===== src/rtl/comb_result_buffer.sv =====
// ---------------------------------------------------------------------------
// comb_result_buffer
//
// Row-serving buffer between the combination unit and the argmax stage.
// Collects the final (adjacency x feature x weight) matrix as a row-major
// element stream. It accumulates over NUM_PASSES partial-sum passes. Once
// complete it serves whole rows combinationally at read_row. The argmax stage
// releases the buffer with consumer_done.
//
// Optional feature macro: COMB_RESULT_SATURATE_EN
//   defined   -> partial-sum accumulate saturates at all-ones
//   undefined -> partial-sum accumulate wraps modulo 2^DOT_PROD_WIDTH
//
// Ports:
//   clk            clock
//   reset          asynchronous, active-high reset
//   start          single-cycle pulse: clear counters, begin a fill
//   wr_valid       wr_data valid
//   wr_ready       buffer accepts an element this cycle (high in FILL)
//   wr_data        next matrix element, row-major
//   read_row       row requested by the argmax stage
//   adj_fm_wm_out  row data at read_row (zero outside SERVE / out of range)
//   done_comb      matrix complete and being served
//   consumer_done  argmax stage finished; releases the buffer
//   busy           high in FILL or SERVE
// ---------------------------------------------------------------------------
module comb_result_buffer #(
    parameter int FINAL_MATRIX_ROW = 6,
    parameter int FINAL_MATRIX_COL = 3,
    parameter int ROW_WIDTH        = $clog2(FINAL_MATRIX_ROW + 1),
    parameter int COL_WIDTH        = $clog2(FINAL_MATRIX_COL),
    parameter int DOT_PROD_WIDTH   = 16,
    parameter int NUM_PASSES       = 1
) (
    input  logic                      clk,
    input  logic                      reset,
    input  logic                      start,
    input  logic                      wr_valid,
    output logic                      wr_ready,
    input  logic [DOT_PROD_WIDTH-1:0] wr_data,
    input  logic [ROW_WIDTH-1:0]      read_row,
    output logic [DOT_PROD_WIDTH-1:0] adj_fm_wm_out [0:FINAL_MATRIX_COL-1],
    output logic                      done_comb,
    input  logic                      consumer_done,
    output logic                      busy
);

    // A single-column matrix would give a zero-width column counter.
    localparam int CW = (COL_WIDTH < 1) ? 1 : COL_WIDTH;
    localparam int PW = $clog2(NUM_PASSES + 1);

    localparam logic [ROW_WIDTH-1:0] LAST_ROW  = ROW_WIDTH'(FINAL_MATRIX_ROW - 1);
    localparam logic [ROW_WIDTH-1:0] NUM_ROWS  = ROW_WIDTH'(FINAL_MATRIX_ROW);
    localparam logic [CW-1:0]        LAST_COL  = CW'(FINAL_MATRIX_COL - 1);
    localparam logic [PW-1:0]        LAST_PASS = PW'(NUM_PASSES - 1);

    typedef enum logic [1:0] {
        IDLE  = 2'd0,
        FILL  = 2'd1,
        SERVE = 2'd2
    } state_t;

    state_t                  state_reg, state_next;
    logic [ROW_WIDTH-1:0]    row_cnt_reg, row_cnt_next;
    logic [CW-1:0]           col_cnt_reg, col_cnt_next;
    logic [PW-1:0]           pass_cnt_reg, pass_cnt_next;
    logic                    done_comb_reg;
    logic                    mem_we;
    logic [DOT_PROD_WIDTH-1:0] mem_cur;
    logic [DOT_PROD_WIDTH-1:0] mem_acc;
    logic [DOT_PROD_WIDTH-1:0] mem_wdata;

    // Matrix storage. Rows must be readable with zero latency, so the read
    // port is asynchronous; contents are intentionally not reset.
    logic [DOT_PROD_WIDTH-1:0] mem [0:FINAL_MATRIX_ROW-1][0:FINAL_MATRIX_COL-1];

    // ------------------------------------------------------------------
    // Next-state / counter logic
    // ------------------------------------------------------------------
    always_comb begin
        state_next    = state_reg;
        row_cnt_next  = row_cnt_reg;
        col_cnt_next  = col_cnt_reg;
        pass_cnt_next = pass_cnt_reg;
        mem_we        = 1'b0;

        case (state_reg)
            IDLE: begin
            end
            FILL: begin
                if (wr_valid) begin
                    mem_we = 1'b1;
                    if (col_cnt_reg == LAST_COL) begin
                        col_cnt_next = '0;
                        if (row_cnt_reg == LAST_ROW) begin
                            row_cnt_next  = '0;
                            pass_cnt_next = pass_cnt_reg + 1'b1;
                            if (pass_cnt_reg == LAST_PASS) begin
                                state_next = SERVE;
                            end
                        end else begin
                            row_cnt_next = row_cnt_reg + 1'b1;
                        end
                    end else begin
                        col_cnt_next = col_cnt_reg + 1'b1;
                    end
                end
            end
            SERVE: begin
                if (consumer_done) begin
                    state_next = IDLE;
                end
            end
            default: begin
                state_next = IDLE;
            end
        endcase

        // start overrides everything, including a handshake in the same
        // cycle, which is dropped rather than written.
        if (start) begin
            state_next    = FILL;
            row_cnt_next  = '0;
            col_cnt_next  = '0;
            pass_cnt_next = '0;
            mem_we        = 1'b0;
        end
    end

    always_ff @(posedge clk or posedge reset) begin
        if (reset) begin
            state_reg     <= IDLE;
            row_cnt_reg   <= '0;
            col_cnt_reg   <= '0;
            pass_cnt_reg  <= '0;
            done_comb_reg <= 1'b0;
        end else begin
            state_reg     <= state_next;
            row_cnt_reg   <= row_cnt_next;
            col_cnt_reg   <= col_cnt_next;
            pass_cnt_reg  <= pass_cnt_next;
            done_comb_reg <= (state_next == SERVE);
        end
    end

    // ------------------------------------------------------------------
    // Write datapath: pass 0 overwrites, later passes accumulate
    // ------------------------------------------------------------------
    assign mem_cur = mem[row_cnt_reg][col_cnt_reg];

`ifdef COMB_RESULT_SATURATE_EN
    logic [DOT_PROD_WIDTH:0] mem_sum;
    assign mem_sum = {1'b0, mem_cur} + {1'b0, wr_data};
    assign mem_acc = mem_sum[DOT_PROD_WIDTH] ? '1 : mem_sum[DOT_PROD_WIDTH-1:0];
`else
    assign mem_acc = mem_cur + wr_data;
`endif

    assign mem_wdata = (pass_cnt_reg == '0) ? wr_data : mem_acc;

    always_ff @(posedge clk) begin
        if (mem_we) begin
            mem[row_cnt_reg][col_cnt_reg] <= mem_wdata;
        end
    end

    // ------------------------------------------------------------------
    // Row read port
    // ------------------------------------------------------------------
    logic                 row_valid;
    logic [ROW_WIDTH-1:0] rd_row;

    // Out-of-range rows (the consumer's terminal count) read as zero; the
    // clamp keeps the array index in bounds.
    assign row_valid = (state_reg == SERVE) && (read_row < NUM_ROWS);
    assign rd_row    = (read_row < NUM_ROWS) ? read_row : '0;

    generate
        for (genvar gi = 0; gi < FINAL_MATRIX_COL; gi++) begin : g_col
            assign adj_fm_wm_out[gi] = row_valid ? mem[rd_row][gi] : '0;
        end
    endgenerate

    assign wr_ready  = (state_reg == FILL);
    assign busy      = (state_reg != IDLE);
    assign done_comb = done_comb_reg;

endmodule


===== config.mk =====
export PLATFORM = sky130hd
export DESIGN_NAME = comb_result_buffer
export DESIGN_NICKNAME = d
export VERILOG_FILES = /design/src/rtl/comb_result_buffer.sv
export SDC_FILE = /design/constraint.sdc
export NUM_CORES = 1
export LEC_CHECK = 0
export BUFFER_PORTS_ARGS = -buffer_cell sky130_fd_sc_hd__buf_4
export CAP_MARGIN = 10
export CORE_UTILIZATION = 38
export CTS_CLUSTER_DIAMETER = 120
export DETAILED_ROUTE_END_ITERATION = 16
export GPL_ROUTABILITY_DRIVEN = 0
export PLACE_DENSITY_LB_ADDON = 0.2
export SLEW_MARGIN = 20
export SYNTH_ARGS = -nofsm -noshare
export SYNTH_HDL_FRONTEND = slang
export SYNTH_SLANG_ARGS = --single-unit

===== constraint.sdc =====
create_clock -name clk -period 6.05 [get_ports clk]
set_input_delay 1.21 -clock clk [delete_from_list [all_inputs] [get_ports clk]]
set_output_delay 1.21 -clock clk [all_outputs]
set_load 0.01 [all_outputs]

==> summary.md, run 1 <==
| Metric | Value |
|---|---|
| Result of the run | finished clean |
| Capture instance of the worst register-to-register path | mem[4][44] |
| Slowest CP cell | nor2_4 |
| Drc violations | 0 |
| P per Cell Area | roughly 270 nW/um^2 |
| Nature of the critical path endpoint | register |
| Area of combinational cells with multiple inputs | just under 6000 um^2 |
| Yosys top cell area share | 57.1% |
| Cell count after synthesis | ~1.2k |
| Post-detailed-route count of antenna-violating nets | 0 |
| Main area contributors after synthesis | edfxtp_1 (57%), mux2_2 (8.6%), o22ai_1 (4.5%) |
| Htree depth | 2 |
| Clock transition at the registers of the reported paths | 0.06 ns |
| Number of cells after detailed placement | around 1.7k |
| # fillers | 3,502 |
| Effective utilization at floorplan | 38.8% |
| Number of hold violations in the final report | 0 |
| Worst slew margin relative to its limit | 27.5% |
| RSZ-0062 raised after global routing | false |
| Quantity of I/O buffers inserted on ports | 74 |
| Detailed-route via count | 11.5k |
| Xor-xnor portion of the synthesized cell area | less than 1% |
| Pins over their slew limit | 0 |
| Num rows | 72 |
| Root Buffer Master | clkbuf_16 |
| Cells on worst reg2reg path | 16 |
| Diodes inserted | 0 |
| Number of buffers created by CTS | 35 |
| Layout Cells excl Fill | roughly 1.8k |
| Routed WL per cell | 29.8 um |
| Portion of the post-synthesis area used by sequential elements | 58.6% |
| Antenna violations before repair | 1 |
| Die outline width | 202 um |
| Largest family of logic cells by synthesized area | compound AO/OA/AOI/OAI gates |
| Worst hold path class | input port to async pin |
| GRT Overall Usage | 25.4% |
| Worst setup path category | register to register |
| Number of unique standard cell types used by synthesis | just under 60 |
| Reg-to-reg startpoint | row_cnt_reg[1] |
| Cell chain of the critical path | nor2_4, buf_4, a22oi_1, nor2_1, a221oi_1, o22ai_1, ha_1, inv_1, fa_1, nor2b_1, o21a_2, o21ai_2, a21oi_2, a31oi_2, or4_4, o211ai_2 |
| Critical Path Fanout Max | 28 |
| Clock insertion delay at the later pin of the skew report | roughly 0.54 ns |
| P&R area growth vs syn | 15.4% |
| Library cell with the largest summed area after synthesis | edfxtp_1 |
| Vias in the first global route | 11.2k |
| Total Wirelength | 52.6 mm |
| Worst-case clock buffer depth | 3 |
| Setup violations, final | 0 |
| Vias per cell | between 6 and 7 |
| Top post-synthesis cells by count | edfxtp_1 (288), mux2_2 (115), o22ai_1 (108) |
| Post-detailed-placement half-perimeter wirelength | 32.2 mm |
| Share of synthesized area spent on multiplexers | 11.6% |
| Number of DRC violations after detailed-routing iteration 0 | between 1k and 1.5k |
| Largest vdd supply drop | around 0.15 mV |
| Design Power | roughly 4.7 mW |
| Summed negative setup slack over all endpoints | 0 ns |
| Number of clock sinks | about 300 |
| Mapped Nets | about 1.2k |
| # Max-Cap Violations | 0 |
| Clock tree from TritonCTS | built |
| Remaining global-route overflow | 0 |
| Number of flip-flops in the largest register | between 200 and 300 |
| Overall die area | 40,700 um^2 |
| Post-cts gate resize count | 0 |
| Maximum single-stage delay on the critical path | 0.91 ns |
| Most instantiated flip-flop cell in the synthesis netlist | edfxtp_1 |
| Highest attainable clock frequency | 0.197 GHz |
| Static Leakage | 5.74 nW |
| R2r setup slk | 0.98 ns |
| Synthesized-area fraction occupied by adder cells | 1.37% |
| Utilization of the core after routing | 44.8% |
| Initial DRT Pass Iterations | 5 |
| Wire length of the first global-routing pass | 75.5 mm |
| Share of synthesized registers carrying an async set or reset | 3.03% |
| Post-synthesis average cell area | 12.9 um^2 |
| Number of hold buffers added after cts | 0 |
| Final Critical Period | 5.07 ns |
| Largest net degree at the start of global routing | 57 |
| Data arrival time at the worst-slack endpoint | roughly 5.3 ns |
| Share of post-route cells with drive strength above 1 | a little over a quarter |
| Gate family responsible for the most delay along the worst path | simple AND/OR/NAND/NOR gates |
| Flop and latch count out of synthesis | just under 300 |
| Compound-gate portion of the synthesized area | about 20% |
| Worst Hold Slack | 0.641 ns |
| Maximum clock skew at final layout | ~0.013 ns |
| Die height | about 200 um |
| Netlist area before placement | 15,100 um^2 |
| Nets | 1,266 |
| Count of pins on the block boundary | 75 |
| Data required time of the worst path | ~6.3 ns |
| CORE AREA | 39,000 um^2 |
| Number of warnings printed during yosys synthesis | 0 |
| Synth Area in Simple Gates | 3.92% |
| Final cycle utilization of the critical path | 83.9% |
| Crit path launch type | register |
| Slew @ Worst Pin | approximately 1.1 ns |
| Register area | 8880 um^2 |
| Number of buffers and inverters on the critical path | 2 |
| Number of flops mapped to enable cells by yosys | ~290 |
| Leading cell type by number of instances after synthesis | edfxtp_1 |
| Number of buffers added for setup after CTS | 0 |
## worst register-to-register path: stages (launching register included)
cell and delay (ns):
dfrtp_2 0.59, nor2_4 0.91, buf_4 0.38, a22oi_1 0.10, nor2_1 0.13, a221oi_1 0.09, o22ai_1 0.18, ha_1 0.24
inv_1 0.08, fa_1 0.43, nor2b_1 0.13, o21a_2 0.14, o21ai_2 0.07, a21oi_2 0.25, a31oi_2 0.21, or4_4 0.52
o211ai_2 0.33
## per-stage QoR
step | worst slack [ns] | instance area (um^2)
after detailed placement | 1.12 | 16400
after global routing | 0.847 | 17500
after CTS | 1.07 | 17500
after global placement | 0.908 | 16400
after floorplan | 1.94 | 15100
final | 0.977 | 17500
## cells in the final DEF, fill, tap and decap left out, types with 3 or more instances in the layout
cell type	instances
a22o_1	28
o21ai_1	21
clkinv_2	8
nand3_1	5
nor2_1	47
a221oi_1	63
xnor2_1	12
edfxtp_1	288
clkbuf_16	35
a21o_1	8
mux2_1	35
dfrtp_1	6
o221ai_1	10
a21oi_1	27
mux2i_1	7
inv_1	8
mux2_2	115
nor4_2	3
nor3_2	6
o211ai_1	17
nand4_1	4
nand2b_1	8
buf_4	127
clkinv_1	5
nand2_1	28
a211o_1	5
a31oi_1	3
o22ai_1	108
ha_1	15
nor2_4	3
buf_12	3
a22oi_1	76
o2111ai_1	3
nor3_1	5
o21ai_0	52
clkbuf_1	7
## report_power, final
group | internal (mW) | switching, mW | leakage (nW)
Sequential | 2.27 | 0.0106 | 2.71
Clock | 1.15 | 0.843 | 0.512
Combinational | 0.157 | 0.276 | 2.52
## logic make-up (layout without fill, tap and decap cells)
kind of cell,Yosys count,count (layout)
AOI/OAI and AO/OA,438,438
DFF,297,297
muxes,157,157
and+or+nand+nor,126,126
buffers and inverters,121,199
adders and majority gates,16,16
xor gates and xnor gates,15,15
## how the worst max path moves through the flow
stage | from | to | slack (ns) | cells after the start
after detailed placement | row_cnt_reg[1] | mem[2][44] | 1.12 | 16
final | row_cnt_reg[1] | mem[4][44] | 0.98 | 16
after CTS | row_cnt_reg[1] | mem[2][44] | 1.07 | 16
after global placement | row_cnt_reg[0] | mem[2][47] | 0.91 | 14
after global routing | row_cnt_reg[1] | mem[2][44] | 0.85 | 16
after floorplan | row_cnt_reg[1] | mem[0][14] | 1.94 | 17
## layout make-up
class                      instances  share of cell area [%]
sequential                       297                    50.8
multi-input combinational        752                    33.5
timing repair buffer             130                    5.80
clock buffer                      42                    5.16
tap                              518                    3.71
clock inverter                    17                   0.795
inverter                          10                   0.222
## metal layers
layer  track usage (%)  part of all wire [%]  vias up
li1                  -                     -     4907
met1              35.2                    42     5843
met2              37.9                    44      654
met3              6.19                    10      102
met4              10.8                   3.4        2
met5                 0                 0.025        -
(Power assumes the default switching activity.)
==> inputs of run 2 (changes only) <==
==> constraint.sdc (replaced) <==
create_clock -name clk -period 5 [get_ports clk]
set_input_delay 1 -clock clk [delete_from_list [all_inputs] [get_ports clk]]
set_output_delay 1 -clock clk [all_outputs]
set_load 0.01 [all_outputs]
==> run 2 against run 1 <==
Compared with the run above:
- clock skew increased by 0.0034 ns
- first-iteration DRC count increased by 8.1%
- die area unchanged
- sequential cell count unchanged
- count of clock-buffer cells in the layout increased by 4
- power increased by 19%
- design area increased by 0.80%
- non-clock buffer count increased by 15
- fmax increased by 9.1%
==> summary.md, run 2 (synthesis results as in run 1) <==
| Metric | Value |
|---|---|
| Result of the run | finished clean (unchanged) |
| Post-detailed-route count of antenna-violating nets | 0 (unchanged) |
| # Max-Cap Violations | 0 (unchanged) |
| Antenna violations before repair | 0 (was 1) |
| Count of pins on the block boundary | 75 (unchanged) |
| Nets | 1,281 (was 1,266) |
| Most frequent standard cell in the layout excluding fill and tap cells | edfxtp_1 (unchanged) |
| Worst hold path class | input port to async pin (unchanged) |
| Nature of the critical path endpoint | register (unchanged) |
| Initial DRT Pass Iterations | 5 (unchanged) |
| RSZ-0062 raised after global routing | false (unchanged) |
| Largest vdd supply drop | 0.184 mV (was 0.150 mV) |
| Clock insertion delay at the later pin of the skew report | 0.51 ns (was 0.54 ns) |
| Maximum clock skew at final layout | 0.0165 ns (was 0.0130 ns) |
| Worst-case clock buffer depth | 3 (unchanged) |
| Root Buffer Master | clkbuf_16 (unchanged) |
| Combinational power share | 9.5% (was 9.2%) |
| Vias in the first global route | 11.2k (about the same) |
| Setup violations, final | 0 (unchanged) |
| # fillers | 3,496 (was 3,502) |
| Die outline width | 202 um (unchanged) |
| Effective utilization at floorplan | 38.8% (unchanged) |
| Largest net degree at the start of global routing | 66 (was 57) |
| Number of hold buffers added after cts | 0 (unchanged) |
| Utilization of the core after routing | 45.1% (was 44.8%) |
| CORE AREA | 39,000 um^2 (unchanged) |
| Clock transition at the registers of the reported paths | 0.06 ns (about the same) |
| Number of clock sinks | 297 (unchanged) |
| Data required time of the worst path | 5.17 ns (was 6.27 ns) |
| Vias per cell | 6.41 (was 6.52) |
| Internal power component | 4.29 mW (was 3.57 mW) |
| Number of DRC violations after detailed-routing iteration 0 | 1,242 (was 1,149) |
| Slowest CP cell | nor2_4 (unchanged) |
| Overall die area | 40,700 um^2 (unchanged) |
| Post-cts gate resize count | 0 (unchanged) |
| Cell chain of the critical path | nor2_4, a22o_1, a22oi_1, o211ai_1, o21ai_1, o22ai_1, ha_1, inv_1, fa_1, nor2b_1, o21a_2, o21ai_2, a21oi_2, a31oi_2, or4_4, o211ai_2 (was nor2_4, buf_4, a22oi_1, nor2_1, a221oi_1, o22ai_1, ha_1, inv_1, fa_1, nor2b_1, o21a_2, o21ai_2, a21oi_2, a31oi_2, or4_4, o211ai_2) |
| Final cycle utilization of the critical path | 93.0% (was 83.9%) |
| Most frequent cells in the layout | edfxtp_1 (288), buf_4 (138), mux2_2 (115), o22ai_1 (108), a22oi_1 (76) (was edfxtp_1 (288), buf_4 (127), mux2_2 (115), o22ai_1 (108), a22oi_1 (76)) |
| Number of buffers created by CTS | 35 (unchanged) |
| Pins over their slew limit | 0 (unchanged) |
| Crit path launch type | register (unchanged) |
| Drc violations | 0 (unchanged) |
| P per Cell Area | 319 nW/um^2 (was 269 nW/um^2) |
| Routed WL per cell | 29.1 um (was 29.8 um) |
| Share of post-route cells with drive strength above 1 | 26.8% (was 26.2%) |
| Critical Path Fanout Max | 18 (was 28) |
| Worst slew margin relative to its limit | 36.6% (was 27.5%) |
| Sequential Power Share | 49.1% (was 48.5%) |
| Number of flip-flops in the largest register | 288 (unchanged) |
| Number of buffers added for setup after CTS | 0 (unchanged) |
| Gate family responsible for the most delay along the worst path | compound AO/OA/AOI/OAI gates (was simple AND/OR/NAND/NOR gates) |
| Remaining global-route overflow | 0 (unchanged) |
| Wire length of the first global-routing pass | 75.7 mm (was 75.5 mm) |
| Summed negative setup slack over all endpoints | 0 ns (unchanged) |
| Maximum single-stage delay on the critical path | 0.61 ns (was 0.91 ns) |
| Highest attainable clock frequency | 0.215 GHz (was 0.197 GHz) |
| Total Wirelength | 51.8 mm (was 52.6 mm) |
| Number of hold violations in the final report | 0 (unchanged) |
| Static Leakage | 5.81 nW (was 5.74 nW) |
| GRT Overall Usage | 25.2% (was 25.4%) |
| Data arrival time at the worst-slack endpoint | 4.82 ns (was 5.29 ns) |
| Detailed-route via count | 11.4k (was 11.5k) |
| Fraction of power consumed by the clock network | 41.4% (was 42.3%) |
| Post-detailed-placement half-perimeter wirelength | 32.2 mm (about the same) |
| Num rows | 72 (unchanged) |
| Number of buffers and inverters on the critical path | 1 (was 2) |
| Worst setup path category | register to register (unchanged) |
| P&R area growth vs syn | 16.3% (was 15.4%) |
| Die height | 202 um (unchanged) |
| Slew @ Worst Pin | 0.949 ns (was 1.08 ns) |
| Net switching power of the design | 1.32 mW (was 1.13 mW) |
| Htree depth | 2 (unchanged) |
| Final Critical Period | 4.65 ns (was 5.07 ns) |
| Sw Ratio | 23.6% (was 24.0%) |
| Clock tree from TritonCTS | built (unchanged) |
| Quantity of I/O buffers inserted on ports | 74 (unchanged) |
-- run 2: changes by cell type in the layout (fill, tap and decap cells not counted), sizes merged --
cell / delta
buf: +15
bufinv: -1
clkbuf: +4
clkinv: -3
diode: +1
-- run 2: final cells by class --
class                           count  area (um^2)  area share (%)
Clock buffer                       46          927            5.27
Sequential cell                   297         8880            50.4
Multi-Input combinational cell    752         5840            33.2
Inverter                           10         38.8           0.220
Timing Repair Buffer              145         1180            6.68
Clock inverter                     13         95.1           0.540
Antenna cell                        1         2.50          0.0142
Tap cell                          518          648            3.68
-- run 2: worst paths after layout --
check / slack, ns / to / cells after the start / from
min reg2reg: 0.68 / state_reg[0] / 3 / state_reg[0]
min: 0.48 / state_reg[0] / 2 / reset
max: 0.35 / mem[0][44] / 16 / row_cnt_reg[1]
min in group clk: 0.68 / state_reg[0] / 3 / state_reg[0]
max in group asynchronous: 4.20 / row_cnt_reg[0] / 2 / reset
max reg2reg: 0.35 / mem[0][44] / 16 / row_cnt_reg[1]
-- run 2: through the flow --
step	setup WS (ns)	total power [mW]	instances	hold WS (ns)	area (um^2)
final	0.349	5.62	1782	0.475	17600
after global routing	0.178	5.78	1781	0.518	17600
after CTS	0.408	5.65	1781	0.479	17600
after detailed placement	0.426	3.33	1722	0.659	16600
after global placement	0.469	3.33	1722	0.647	16600
after floorplan	0.885	3.15	1170	0.583	15100
-- run 2: per-layer routing --
metal	wire length (um)	track usage, %
met5	0	0
met4	1750	9.09
met3	4090	3.77
met2	23500	38.6
met1	22500	36.2
-- run 2: power groups by stage --
| stage | Sequential, mW | Clock, mW | Combinational (mW) |
|---|---|---|---|
| final | 2.76 | 2.33 | 0.534 |
| after global routing | 2.76 | 2.45 | 0.571 |
| after floorplan | 2.80 | 0 | 0.349 |
| after detailed placement | 2.81 | 0 | 0.525 |
| after CTS | 2.76 | 2.37 | 0.527 |
| after global placement | 2.81 | 0 | 0.523 |
==> inputs of run 3 (changes only) <==
--- a/config.mk
+++ b/config.mk
@@ -7,11 +7,12 @@
 export LEC_CHECK = 0
 export BUFFER_PORTS_ARGS = -buffer_cell sky130_fd_sc_hd__buf_4
 export CAP_MARGIN = 10
-export CORE_UTILIZATION = 38
+export CORE_UTILIZATION = 50
 export CTS_CLUSTER_DIAMETER = 120
 export DETAILED_ROUTE_END_ITERATION = 16
 export GPL_ROUTABILITY_DRIVEN = 0
 export PLACE_DENSITY_LB_ADDON = 0.2
+export REMOVE_ABC_BUFFERS = 1
 export SLEW_MARGIN = 20
 export SYNTH_ARGS = -nofsm -noshare
 export SYNTH_HDL_FRONTEND = slang
==> run 3 against run 2 <==
Compared with the run above:
- final cell count fell by 7.8%
- utilization up 13 points
- sequential power about the same
- wire length decreased by 8.1%
- power fell by 5.4%
- global-route usage rose by 5.6 points
- fmax is 2.1% higher
- sequential cell count unchanged
- design area fell by 1.8%
- critical endpoint unchanged
- largest cell class unchanged
- highest routed layer unchanged
==> summary.md, run 3 (synthesis results as in run 1) <==
| Metric | Value |
|---|---|
| Share of post-route cells with drive strength above 1 | 27.0% (was 26.8%) |
| Slowest CP cell | dfrtp_4 (was nor2_4) |
| Die height | 176 um (was 202 um) |
| Routed WL per cell | 29.0 um (was 29.1 um) |
| Effective utilization at floorplan | 51.0% (was 38.8%) |
| Maximum clock skew at final layout | 0.0171 ns (was 0.0165 ns) |
| Area of combinational cells with multiple inputs | 5870 um^2 (was 5840 um^2) |
| Quantity of I/O buffers inserted on ports | 74 (unchanged) |
| CORE AREA | 29,700 um^2 (was 39,000 um^2) |
| Highest attainable clock frequency | 0.220 GHz (was 0.215 GHz) |
| Overall die area | 31,000 um^2 (was 40,700 um^2) |
| Root Buffer Master | clkbuf_16 (unchanged) |
| Die outline width | 176 um (was 202 um) |
| Result of the run | finished clean (unchanged) |
| Gate family responsible for the most delay along the worst path | compound AO/OA/AOI/OAI gates (unchanged) |
| Capture instance of the worst register-to-register path | mem[0][44] (unchanged) |
| R2r setup slk | 0.44 ns (was 0.35 ns) |
| Number of buffers created by CTS | 31 (was 35) |
| P per Cell Area | 307 nW/um^2 (was 319 nW/um^2) |
| Total Wirelength | 47.6 mm (was 51.8 mm) |
| Register area | 8880 um^2 (unchanged) |
| Largest vdd supply drop | 0.268 mV (was 0.184 mV) |
| Final Instance Area | 17,300 um^2 (was 17,600 um^2) |
| Vias per cell | 7.04 (was 6.41) |
| Most frequent cells in the layout | edfxtp_1 (288), buf_4 (138), mux2_2 (115), o22ai_1 (108), a22oi_1 (76) (unchanged) |
| Final Critical Period | 4.56 ns (was 4.65 ns) |
| # fillers | 2,380 (was 3,496) |
| P&R area growth vs syn | 14.2% (was 16.3%) |
| GRT Overall Usage | 30.8% (was 25.2%) |
| Worst setup path category | register to register (unchanged) |
| Post-detailed-placement half-perimeter wirelength | 29.4 mm (was 32.2 mm) |
| Data required time of the worst path | 5.27 ns (was 5.17 ns) |
| Detailed-route via count | 11.6k (was 11.4k) |
| Number of buffers and inverters on the critical path | 2 (was 1) |
| # Max-Cap Violations | 0 (unchanged) |
| Number of buffers added for setup after CTS | 0 (unchanged) |
| Final cycle utilization of the critical path | 91.1% (was 93.0%) |
| Antenna violations before repair | 1 (was 0) |
| Data arrival time at the worst-slack endpoint | 4.82 ns (about the same) |
| Cell chain of the critical path | buf_12, nor2_4, a22oi_1, o211ai_1, o21ai_1, o22ai_1, ha_1, inv_1, fa_1, nor2b_1, o21a_2, o21ai_2, a21oi_2, a31oi_2, or4_4, o211ai_2 (was nor2_4, a22o_1, a22oi_1, o211ai_1, o21ai_1, o22ai_1, ha_1, inv_1, fa_1, nor2b_1, o21a_2, o21ai_2, a21oi_2, a31oi_2, or4_4, o211ai_2) |
| Vias in the first global route | 11.3k (was 11.2k) |
| Number of DRC violations after detailed-routing iteration 0 | 1,478 (was 1,242) |
| Number of cells after detailed placement | 1,593 (was 1,722) |
| Nature of the critical path endpoint | register (unchanged) |
| Number of hold buffers added after cts | 0 (unchanged) |
| Worst-case clock buffer depth | 3 (unchanged) |
| Htree depth | 1 (was 2) |
| Worst hold path class | input port to async pin (unchanged) |
| Number of hold violations in the final report | 0 (unchanged) |
| Crit path launch type | register (unchanged) |
| Most frequent standard cell in the layout excluding fill and tap cells | edfxtp_1 (unchanged) |
| Post-detailed-route count of antenna-violating nets | 0 (unchanged) |
| Diodes inserted | 0 (was 1) |
| Clock transition at the registers of the reported paths | 0.06 ns (about the same) |
| Nets | 1,276 (was 1,281) |
| Drc violations | 0 (unchanged) |
| Initial DRT Pass Iterations | 5 (unchanged) |
| Maximum single-stage delay on the critical path | 0.60 ns (was 0.61 ns) |
| Largest net degree at the start of global routing | 96 (was 66) |
| Critical Path Fanout Max | 28 (was 18) |
| Static Leakage | 5.73 nW (was 5.81 nW) |
| Cells on worst reg2reg path | 16 (unchanged) |
| Clock insertion delay at the later pin of the skew report | 0.57 ns (was 0.51 ns) |
| Utilization of the core after routing | 58.2% (was 45.1%) |
| Wire length of the first global-routing pass | 70.9 mm (was 75.7 mm) |
| Post-cts gate resize count | 0 (unchanged) |
| Total cell area at the placement stage | 16,400 um^2 (was 16,600 um^2) |
| Remaining global-route overflow | 0 (unchanged) |
| Num rows | 63 (was 72) |
| Slew @ Worst Pin | 1.13 ns (was 0.949 ns) |
| Setup violations, final | 0 (unchanged) |
| Layout Cells excl Fill | 1,643 (was 1,782) |
| Number of clock sinks | 297 (unchanged) |
| Worst slew margin relative to its limit | 24.3% (was 36.6%) |
| Number of flip-flops in the largest register | 288 (unchanged) |
| Reg-to-reg startpoint | row_cnt_reg[0] (was row_cnt_reg[1]) |
| Clock tree from TritonCTS | built (unchanged) |
| Pins over their slew limit | 0 (unchanged) |
| RSZ-0062 raised after global routing | false (unchanged) |
| Count of pins on the block boundary | 75 (unchanged) |
-- run 3: how the worst max path moves through the flow --
stage / from / to / slack, ns / depth (start not counted)
final: row_cnt_reg[0] / mem[0][44] / 0.44 / 16
after global routing: row_cnt_reg[0] / mem[1][44] / 0.17 / 16
after global placement: row_cnt_reg[0] / mem[3][15] / 0.49 / 15
after floorplan: row_cnt_reg[0] / mem[0][14] / -1.74 / 13
after CTS: row_cnt_reg[0] / mem[3][15] / 0.32 / 14
after detailed placement: row_cnt_reg[0] / mem[1][15] / 0.34 / 15
-- run 3: metrics by stage --
step	setup TNS [ns]	setup slack [ns]	hold slack [ns]	total power [mW]
after detailed placement	0	0.336	0.642	3.32
after floorplan	-275.87	-1.74	0.658	3.12
after global routing	0	0.172	0.421	5.46
final	0	0.445	0.389	5.32
after global placement	0	0.487	0.631	3.31
after CTS	0	0.324	0.395	5.32
-- run 3: power breakdown --
| group | leakage, nW | switching [mW] | total, mW | internal, mW |
|---|---|---|---|---|
| registers | 2.71 | 0.0103 | 2.75 | 2.74 |
| clock network | 0.417 | 0.922 | 2.04 | 1.12 |
| logic | 2.61 | 0.317 | 0.521 | 0.205 |
| total | 5.73 | 1.25 | 5.32 | 4.07 |
-- run 3: final cells by class --
class | count | share of cell area (%)
clock buffers | 37 | 4.62
inverters | 10 | 0.224
flip-flops and latches | 297 | 51.4
multi-input cells | 752 | 33.9
clock inverters | 13 | 0.376
well taps | 390 | 2.82
repair buffers | 144 | 6.68
-- run 3: metal layers --
layer / vias up / wire length (um) / part of all wire (%) / track usage [%]
met2: 679 / 22400 / 47 / 49.3
li1: 4911 / - / - / -
met3: 104 / 4390 / 9.2 / 5.56
met5: - / 0 / 0 / 0
met1: 5877 / 19100 / 40 / 41.8
met4: 0 / 1750 / 3.7 / 11.4
